$ cat src/rtl/zipcpu_pkg.sv
// rtl/zipcpu_pkg.sv - shared types for the ALU write-back stage
package zipcpu_pkg;

  // Flag bit positions within a {V,N,C,Z} nibble
  localparam int FLAG_V = 3;
  localparam int FLAG_N = 2;
  localparam int FLAG_C = 1;
  localparam int FLAG_Z = 0;

  typedef enum logic [2:0] {
    COND_ALWAYS = 3'd0,
    COND_Z      = 3'd1,
    COND_NE     = 3'd2,
    COND_GT     = 3'd3,
    COND_GE     = 3'd4,
    COND_C      = 3'd5,
    COND_LT     = 3'd6,
    COND_V      = 3'd7
  } cond_e;

  typedef enum logic {
    ST_RUN    = 1'b0,
    ST_HALTED = 1'b1
  } state_e;

  typedef struct packed {
    logic [31:0] c;
    logic [3:0]  f;
    logic        illegal;
    logic [4:0]  dreg;
    logic        wr_reg;
    logic        wr_flags;
    cond_e       cond;
  } wb_entry_t;

  // True when condition c holds against the committed flags cc
  function automatic logic cond_true(input cond_e c, input logic [3:0] cc);
    case (c)
      COND_ALWAYS: return 1'b1;
      COND_Z:      return cc[FLAG_Z];
      COND_NE:     return !cc[FLAG_Z];
      COND_GT:     return !cc[FLAG_N] && !cc[FLAG_Z];
      COND_GE:     return !cc[FLAG_N];
      COND_C:      return cc[FLAG_C];
      COND_LT:     return cc[FLAG_N];
      COND_V:      return cc[FLAG_V];
      default:     return 1'b1;
    endcase
  endfunction

endpackage

$ cat src/rtl/zipalu_wb_fifo.sv
// rtl/zipalu_wb_fifo.sv - result buffer; forwarding scan under ZIPALU_WB_FWD_EN
module zipalu_wb_fifo
  import zipcpu_pkg::*;
#(
  parameter int DEPTH = 2
) (
  input  logic      i_clk,
  input  logic      i_rst,
  input  logic      i_flush,
  input  logic      i_push,
  input  wb_entry_t i_data,
  input  logic      i_pop,
  output wb_entry_t o_head,
  output logic      o_empty,
`ifdef ZIPALU_WB_FWD_EN
  output logic        o_fwd_valid,
  output logic [4:0]  o_fwd_reg,
  output logic [31:0] o_fwd_data,
`endif
  output logic      o_full
);

  localparam int AW = $clog2(DEPTH);

  wb_entry_t     r_mem [DEPTH];
  logic [AW-1:0] r_wptr;
  logic [AW-1:0] r_rptr;
  logic [AW:0]   r_count;

  // Pointers and occupancy; a flush empties the buffer and wins over a push
  always_ff @(posedge i_clk or posedge i_rst) begin
    if (i_rst) begin
      r_wptr  <= '0;
      r_rptr  <= '0;
      r_count <= '0;
    end else if (i_flush) begin
      r_wptr  <= '0;
      r_rptr  <= '0;
      r_count <= '0;
    end else begin
      if (i_push) r_wptr <= r_wptr + AW'(1);
      if (i_pop)  r_rptr <= r_rptr + AW'(1);
      case ({i_push, i_pop})
        2'b10:   r_count <= r_count + (AW+1)'(1);
        2'b01:   r_count <= r_count - (AW+1)'(1);
        default: r_count <= r_count;
      endcase
    end
  end

  // Entry storage needs no reset: occupancy alone says what is valid
  always_ff @(posedge i_clk) begin
    if (i_push) r_mem[r_wptr] <= i_data;
  end

  assign o_head  = r_mem[r_rptr];
  assign o_empty = (r_count == '0);
  assign o_full  = (r_count == (AW+1)'(DEPTH));

`ifdef ZIPALU_WB_FWD_EN
  logic [AW-1:0] w_idx;

  // Walk oldest to youngest so the youngest pending register write wins
  always_comb begin
    o_fwd_valid = 1'b0;
    o_fwd_reg   = '0;
    o_fwd_data  = '0;
    w_idx       = r_rptr;
    for (int i = 0; i < DEPTH; i++) begin
      w_idx = r_rptr + AW'(i);
      if (((AW+1)'(i) < r_count) && r_mem[w_idx].wr_reg && !r_mem[w_idx].illegal) begin
        o_fwd_valid = 1'b1;
        o_fwd_reg   = r_mem[w_idx].dreg;
        o_fwd_data  = r_mem[w_idx].c;
      end
    end
  end
`endif

endmodule

$ cat src/rtl/zipalu_wb.sv
// rtl/zipalu_wb.sv - ALU write-back stage with CC register; ZIPALU_WB_FWD_EN adds forwarding ports
module zipalu_wb
  import zipcpu_pkg::*;
#(
  parameter int         DEPTH    = 2,
  parameter logic [3:0] CC_RESET = 4'h0
) (
  input  logic        i_clk,
  input  logic        i_rst,
  input  logic        i_valid,
  output logic        o_ready,
  input  logic [31:0] i_c,
  input  logic [3:0]  i_f,
  input  logic        i_illegal,
  input  logic [4:0]  i_dreg,
  input  logic        i_wr_reg,
  input  logic        i_wr_flags,
  input  logic [2:0]  i_cond,
  input  logic        i_stall,
  output logic        o_wr_en,
  output logic [4:0]  o_wr_reg,
  output logic [31:0] o_wr_data,
  output logic [3:0]  o_cc,
  output logic        o_halted,
`ifdef ZIPALU_WB_FWD_EN
  output logic        o_fwd_valid,
  output logic [4:0]  o_fwd_reg,
  output logic [31:0] o_fwd_data,
`endif
  input  logic        i_clear_halt
);

  state_e    r_state;
  state_e    w_state_next;
  logic [3:0] r_cc;
  wb_entry_t w_in;
  wb_entry_t w_head;
  logic      w_empty;
  logic      w_full;
  logic      w_run;
  logic      w_accept;
  logic      w_cond;
  logic      w_retire;
  logic      w_halt;

  assign w_in = '{c: i_c, f: i_f, illegal: i_illegal, dreg: i_dreg,
                  wr_reg: i_wr_reg, wr_flags: i_wr_flags, cond: cond_e'(i_cond)};

  zipalu_wb_fifo #(.DEPTH(DEPTH)) u_fifo (
    .i_clk   (i_clk),
    .i_rst   (i_rst),
    .i_flush (w_halt),
    .i_push  (w_accept),
    .i_data  (w_in),
    .i_pop   (w_retire),
    .o_head  (w_head),
    .o_empty (w_empty),
`ifdef ZIPALU_WB_FWD_EN
    .o_fwd_valid (o_fwd_valid),
    .o_fwd_reg   (o_fwd_reg),
    .o_fwd_data  (o_fwd_data),
`endif
    .o_full  (w_full)
  );

  assign w_run    = (r_state == ST_RUN);
  assign o_ready  = !w_full && w_run;
  assign w_accept = i_valid && o_ready;
  assign w_cond   = cond_true(w_head.cond, r_cc);
  assign o_wr_en  = !w_empty && w_run && w_head.wr_reg && w_cond && !w_head.illegal;
  // A head that is not writing never waits on the register-file port
  assign w_retire = !w_empty && w_run && (!i_stall || !o_wr_en);
  assign w_halt   = w_retire && w_head.illegal;

  assign o_wr_reg  = w_head.dreg;
  assign o_wr_data = w_head.c;
  assign o_cc      = r_cc;
  assign o_halted  = (r_state == ST_HALTED);

  // Condition codes load only from a legal, condition-true, flag-writing retire
  always_ff @(posedge i_clk or posedge i_rst) begin
    if (i_rst)
      r_cc <= CC_RESET;
    else if (w_retire && w_cond && w_head.wr_flags && !w_head.illegal)
      r_cc <= w_head.f;
  end

  // State register
  always_ff @(posedge i_clk or posedge i_rst) begin
    if (i_rst) r_state <= ST_RUN;
    else       r_state <= w_state_next;
  end

  // Next state: halt on illegal retire, resume on clear request
  always_comb begin
    w_state_next = r_state;
    case (r_state)
      ST_RUN:    if (w_halt)       w_state_next = ST_HALTED;
      ST_HALTED: if (i_clear_halt) w_state_next = ST_RUN;
      default:                     w_state_next = ST_RUN;
    endcase
  end

endmodule

$ cat config.mk
export PLATFORM = sky130hd
export DESIGN_NAME = zipalu_wb
export DESIGN_NICKNAME = d
export VERILOG_FILES = /design/src/rtl/zipcpu_pkg.sv /design/src/rtl/zipalu_wb_fifo.sv /design/src/rtl/zipalu_wb.sv
export SDC_FILE = /design/constraint.sdc
export NUM_CORES = 1
export LEC_CHECK = 0
export CORE_MARGIN = 2
export CORE_UTILIZATION = 27
export DETAILED_ROUTE_END_ITERATION = 8
export SETUP_SLACK_MARGIN = 0.1
export SLEW_MARGIN = 20
export SYNTH_ARGS = -nofsm -noshare
export SYNTH_HDL_FRONTEND = slang
export SYNTH_HIERARCHICAL = 1
export SYNTH_SLANG_ARGS = --single-unit
export TNS_END_PERCENT = 20
$ cat constraint.sdc
create_clock -name i_clk -period 3.2 [get_ports i_clk]
set_clock_uncertainty 0.05 [all_clocks]
set_input_delay 0.32 -clock i_clk [delete_from_list [all_inputs] [get_ports i_clk]]
set_output_delay 0.32 -clock i_clk [all_outputs]
set_load 0.05 [all_outputs]
### Yosys cells after proc, flatten, opt, wreduce, memory -nomap -nowiden

Memory sizes are Yosys's and may differ from the RTL's.
Cells that the tools add are included.

| word-level totals | value |
|---|---|
| bits of input ports | 52 |
| output and inout port bits | 44 |
| memories kept | 1 |
| RAM bits | 94 |
| bits in registers | 9 |

| cells by class | value |
|---|---|
| add/subtract/negate cells | 4 |
| reduce and logical (&&, ||, !) cells | 25 |
| bitwise gates (word level) | 1 |
| equal/unequal tests | 10 |
| muxes and demuxes | 12 |

Memory list:

| memory | words | bits a word | rd ports | clocked after memory_dff | write ports | line | text |
|---|---|---|---|---|---|---|---|
| u_fifo.r_mem | 2 | 47 | 1 | 0 | 1 | zipalu_wb_fifo.sv:25 | `wb_entry_t r_mem [DEPTH];` |

Operator list:

| kind | count |
|---|---|
| $eq 3x3->1 const B | 4 |
| $logic_and 1x1->1 | 12 |
| $mux 1 | 8 |
| $pmux 1 s8 | 1 |
| $logic_not 1->1 | 7 |
| $eq 3x2->1 const B | 2 |
| $eq 2x2->1 const B | 2 |
| $pmux 2 s2 | 1 |
| $reduce_bool 2->1 | 2 |
| $eq 3x1->1 const B | 1 |
| $logic_not 3->1 | 1 |
| $reduce_bool 3->1 | 1 |
| $add 1x1->1 const B | 2 |
| $add 2x1->2 const B | 1 |
| $eq 2x1->1 const B | 1 |
| $logic_not 2->1 | 1 |
| $mux 2 | 1 |
| $pmux 1 s2 | 1 |
| $sub 2x1->2 const B | 1 |
| $logic_or 1x1->1 | 1 |
| $not 1->1 | 1 |

### Logic depth before layout (Yosys ltp)

| logic depth | value |
|---|---|
| depth in word-level cells | 12 |
| gate-level depth with buffers | 10 |
| mapped depth without buffers | 8 |

### By module

Netlist, hierarchy kept.

Modules (own cells, without submodules):

| module | area each (µm²) | times used | cells an instance |
|---|---|---|---|
| zipalu_wb_fifo | 3,687.3 | 1 | 168 |
| zipalu_wb | 376.6 | 1 | 45 |

### Worst setup path after synthesis

OpenSTA, ideal clock, no wires.

| timing path | value |
|---|---|
| path kind | reg-to-reg |
| start | register r_state (netlist: o_halted) |
| end | memory u_fifo/r_mem[0][0] (netlist bit), enable pin |
| library setup time | 0.457 ns |
| path slack | -1.112 ns |
| arrival | 3.805 ns |
| cell stages (with the launch flop) | 4 |
| period minus slack after synthesis | 4.312 ns |
| path through | dfrtp_1 nor2_1 and2_1 nor2b_1 |

| on the way | value |
|---|---|
| word-level cells in the longest chain between the ends | 5 |

RTL lines:

| element | line | text |
|---|---|---|
| start, declared | zipalu_wb.sv:33 | `state_e r_state;` |
| start signal, assigned | zipalu_wb.sv:91 | `else r_state <= w_state_next;` |
| $not 1->1 | n/a |  |
| $logic_and 1x1->1 | zipalu_wb.sv:67 | `assign o_ready = !w_full && w_run;` |
| via o_ready | zipalu_wb.sv:11 | `output logic o_ready,` |
| $logic_and 1x1->1 | zipalu_wb.sv:68 | `assign w_accept = i_valid && o_ready;` |
| via w_accept | zipalu_wb.sv:41 | `logic w_accept;` |
| $mux 1 | zipalu_wb_fifo.sv:53 | `if (i_push) r_mem[r_wptr] <= i_data;` |
| $mux 1 (implied by the code) | zipalu_wb_fifo.sv:53 |  |
| end, declared | zipalu_wb_fifo.sv:25 |  |

The timed path passes the listed nets, and every way through them passes these cells.

==> summary.md <==
| Metric | Value |
|---|---|
| Status | `complete, no violations` |
| Syn avg cell area | `19.1 µm²` |
| Drt wl/cell | `about 15 µm` |
| WS Path Type | `flip-flop to output pin` |
| CTS H-Tree Depth | `3` |
| Final hold slack | `0.153 ns` |
| Crit. End Element | `output pin` |
| Die X | `between 100 and 150 µm` |
| Starting density of the core | `between 20% and 30%` |
| Synthesized area | `just over 4000 µm²` |
| Synth top area cells | `edfxtp_1 69%, mux2_4 7.8%, mux2_2 7.5%` |
| # fillers | `around 1,400` |
| Die H | `about 130 µm` |
| Setup-failing EPs final | `0` |
| Ys async rst share | `between 8 and 9%` |
| TritonCTS buffer count | `9` |
| Die area | `roughly 16,000 µm²` |
| Drt first-iter violations | `93` |
| GP Congestion | `0.817` |
| CP max stage cell | `dfrtp_2` |
| Total of max-cap violations | `0` |
| Synthesis-to-layout area growth | `35.5%` |
| Crit path largest cell delay | `0.39 ns` |
| Vias in the first global route | `about 2,300` |
| Clock power share | `roughly 18%` |
| Setup repair bufs after CTS | `0` |
| CTS tree | `yes` |
| Distinct cells, synth | `30` |
| Synth warn | `6` |
| Via count | `around 2,200` |
| Tmin final | `~2.8 ns` |
| Final nets | `370` |
| Via density | `4.29` |
| Net Sw Frac | `slightly below 40%` |
| Clock transition at the registers of the reported paths | `approximately 0.070 ns` |
| Final WL | `roughly 7.5 mm` |
| GRT overflow | `0` |
| HP Class | `primary input to async pin` |
| CP Data Arrival Time | `roughly 2.4 ns` |
| Sequential area share after synthesis | `about three quarters` |
| Psw | `2080 µW` |
| Yosys top cell by area | `edfxtp_1` |
| Net Count, Synth | `approximately 270` |
| Hpwl dp | `between 4 and 5 mm` |
| Clock sinks | `about 100` |
| RSZ-0062 raised after global routing | `no` |
| Tot GR Track Use | `9.67%` |
| Post-CTS sizing | `0` |
| Pre-antenna DRT Iters | `4` |
| Fin cells | `507` |
| Multi-input logic area | `between 900 and 1000 µm²` |
| Largest net degree at the start of global routing | `48` |
| Sequential power share | `around 36%` |
| Worst-Skew Late Latency | `approximately 0.35 ns` |
| Deepest clock path buffer count | `2` |
| EDFF count, synth | `94` |
| I/O Pins | `96` |
| N_diodes | `0` |
| Layout cells sized above 1 | `22.0%` |
| Crit share post-route | `between 80% and 90%` |
| Int Power | `around 3300 µW` |
| Power per standard cell area | `between 900 and 1000 nW/µm²` |
| Top cell by count, worst path | `buf_4` |
| CTS Root Cell | `clkbuf_16` |
| Dpl cells | `491` |
| Yosys top cell area share | `69.5%` |
| Slew headroom | `a little over half` |
| Core Area | `roughly 15,000 µm²` |
| CP required | `about 2.8 ns` |
| # rows | `44` |
| Hold_buf cts | `0` |
| Leakage | `roughly 0.0019 µW` |
| Final slew viol count | `0` |
| Fmax | `362 MHz` |
| Antenna violations before repair | `0` |
| Worst setup SP type | `flip-flop` |
| Final hold vios | `0` |
| Maximum fanout along the worst path | `17` |
| Top cells by count, synth | `94 x edfxtp_1, 27 x mux2_2, 21 x mux2_4` |
| Crit-path cells | `buf_4, mux2_4, nor3b_1, a32oi_2, and2_4, nor2_1, buf_4` |
| Register Area | `roughly 3000 µm²` |
| Most frequent cell after synthesis | `edfxtp_1` |
| DR DRC count | `0` |
| Peak VDD IR | `roughly 0.43 mV` |
| Cell count after synthesis | `approximately 210` |
| Port Buffer Count | `95` |
| Comb pwr share | `46.3%` |
| Top_reg_cell synth | `edfxtp_1` |
| Antenna Nets Post-Route | `0` |
| Worst-Margin Slew | `0.684 ns` |
| Flops & latches, synth | `around 100` |
| First-pass GRT wire length | `between 10 and 15 mm` |
## logic make-up (layout without fill, tap and decap cells)
group | count (synthesis) | count (layout) | synth area share [%]
DFF | 103 | 103 | 75.0
muxes | 48 | 48 | 15.2
and+or+nand+nor | 34 | 34 | 4.74
AOI/OAI and AO/OA | 17 | 17 | 2.96
buffers and inverters | 8 | 118 | 1.42
xor gates and xnor gates | 3 | 3 | 0.647
## power by group through the flow
stage,Clock [µW],Combinational (µW),Sequential [µW]
final,966,2500,1930
after global routing,1060,2640,1950
after CTS,1000,2530,1930
after detailed placement,0,2520,1960
after global placement,0,2510,1940
after floorplan,0,1720,2040
## path summary, 6_finish.rpt
kind / slack (ns) / endpoint / cells after the start / start
max: 0.44 / o_wr_en / 7 / u_fifo/r_rptr$_DFFE_PP0P_
min: 0.15 / o_cc[3]$_DFFE_PP0P_ / 2 / i_rst
max reg2reg: 0.56 / u_fifo/r_count[1]$_DFFE_PP0P_ / 9 / u_fifo/r_rptr$_DFFE_PP0P_
min reg2reg: 0.49 / o_halted$_DFF_PP0_ / 1 / o_halted$_DFF_PP0_
max in group asynchronous: 2.74 / u_fifo/r_rptr$_DFFE_PP0P_ / 2 / i_rst
min in group i_clk: 0.49 / o_halted$_DFF_PP0_ / 1 / o_halted$_DFF_PP0_
## critical path: cells and delay by family (launching register included)
| kind | cells | cell delay (ns) |
|---|---|---|
| DFF | 1 | 0.39 |
| buffers and inverters | 2 | 0.51 |
| muxes | 1 | 0.35 |
| AOI/OAI and AO/OA | 1 | 0.19 |
| and+or+nand+nor | 3 | 0.61 |
## sequential cells by signal, summed over array words and instances, names as in the netlist
name	count
o_cc	4
o_halted	1
u_fifo/r_count	2
u_fifo/r_mem	94
u_fifo/r_rptr	1
u_fifo/r_wptr	1
## metal layers
metal  track usage [%]  vias to the layer above  share of wire [%]
li1                  -                     1027                  -
met1              11.3                     1074                 43
met2              15.6                       64                 49
met3              3.08                       11                5.1
met4              5.88                        0                2.6
met5                 0                        -                  0
## placed cells by master (no fill, tap or decap), types with 2 or more instances in the layout
cell type,Yosys,routed
nor2b_1,3,2
nand2b_1,4,4
nor3b_1,2,2
edfxtp_1,94,94
clkbuf_1,0,2
mux2_4,21,21
xnor2_1,2,2
a31oi_1,3,3
mux2_2,27,27
buf_4,1,4
o21ai_1,5,5
clkinv_2,0,2
and2_1,5,4
nand2_1,6,6
clkbuf_16,0,9
clkdlybuf4s50_1,0,94
and3b_1,2,2
nor2_1,7,7
dfrtp_1,9,8
nor3_1,2,2
inv_1,3,3
a21boi_0,3,3
clkinv_1,0,2
## final cells by class
cell class	count	share of cell area, %
flip-flops and latches	103	55.4
clock buffers	11	4.23
multi-input cells	102	17.6
repair buffers	99	18.0
clock inverters	5	0.454
inverters	3	0.204
well taps	184	4.18
## metrics by stage
stage	TNS (ns)	setup WS (ns)	instance area, µm²	util (%)	power, µW
5_1_grt	0	0.252	5510	37.6	5660
3_3_place_gp	0	0.657	5250	35.8	4460
4_1_cts	0	0.409	5510	37.6	5470
6_report	0	0.441	5510	37.6	5390
3_5_place_dp	0	0.590	5250	35.8	4480
2_1_floorplan	-4.58	-0.0974	4070	-	3750
Note: power is estimated with default switching activity, not from simulation.
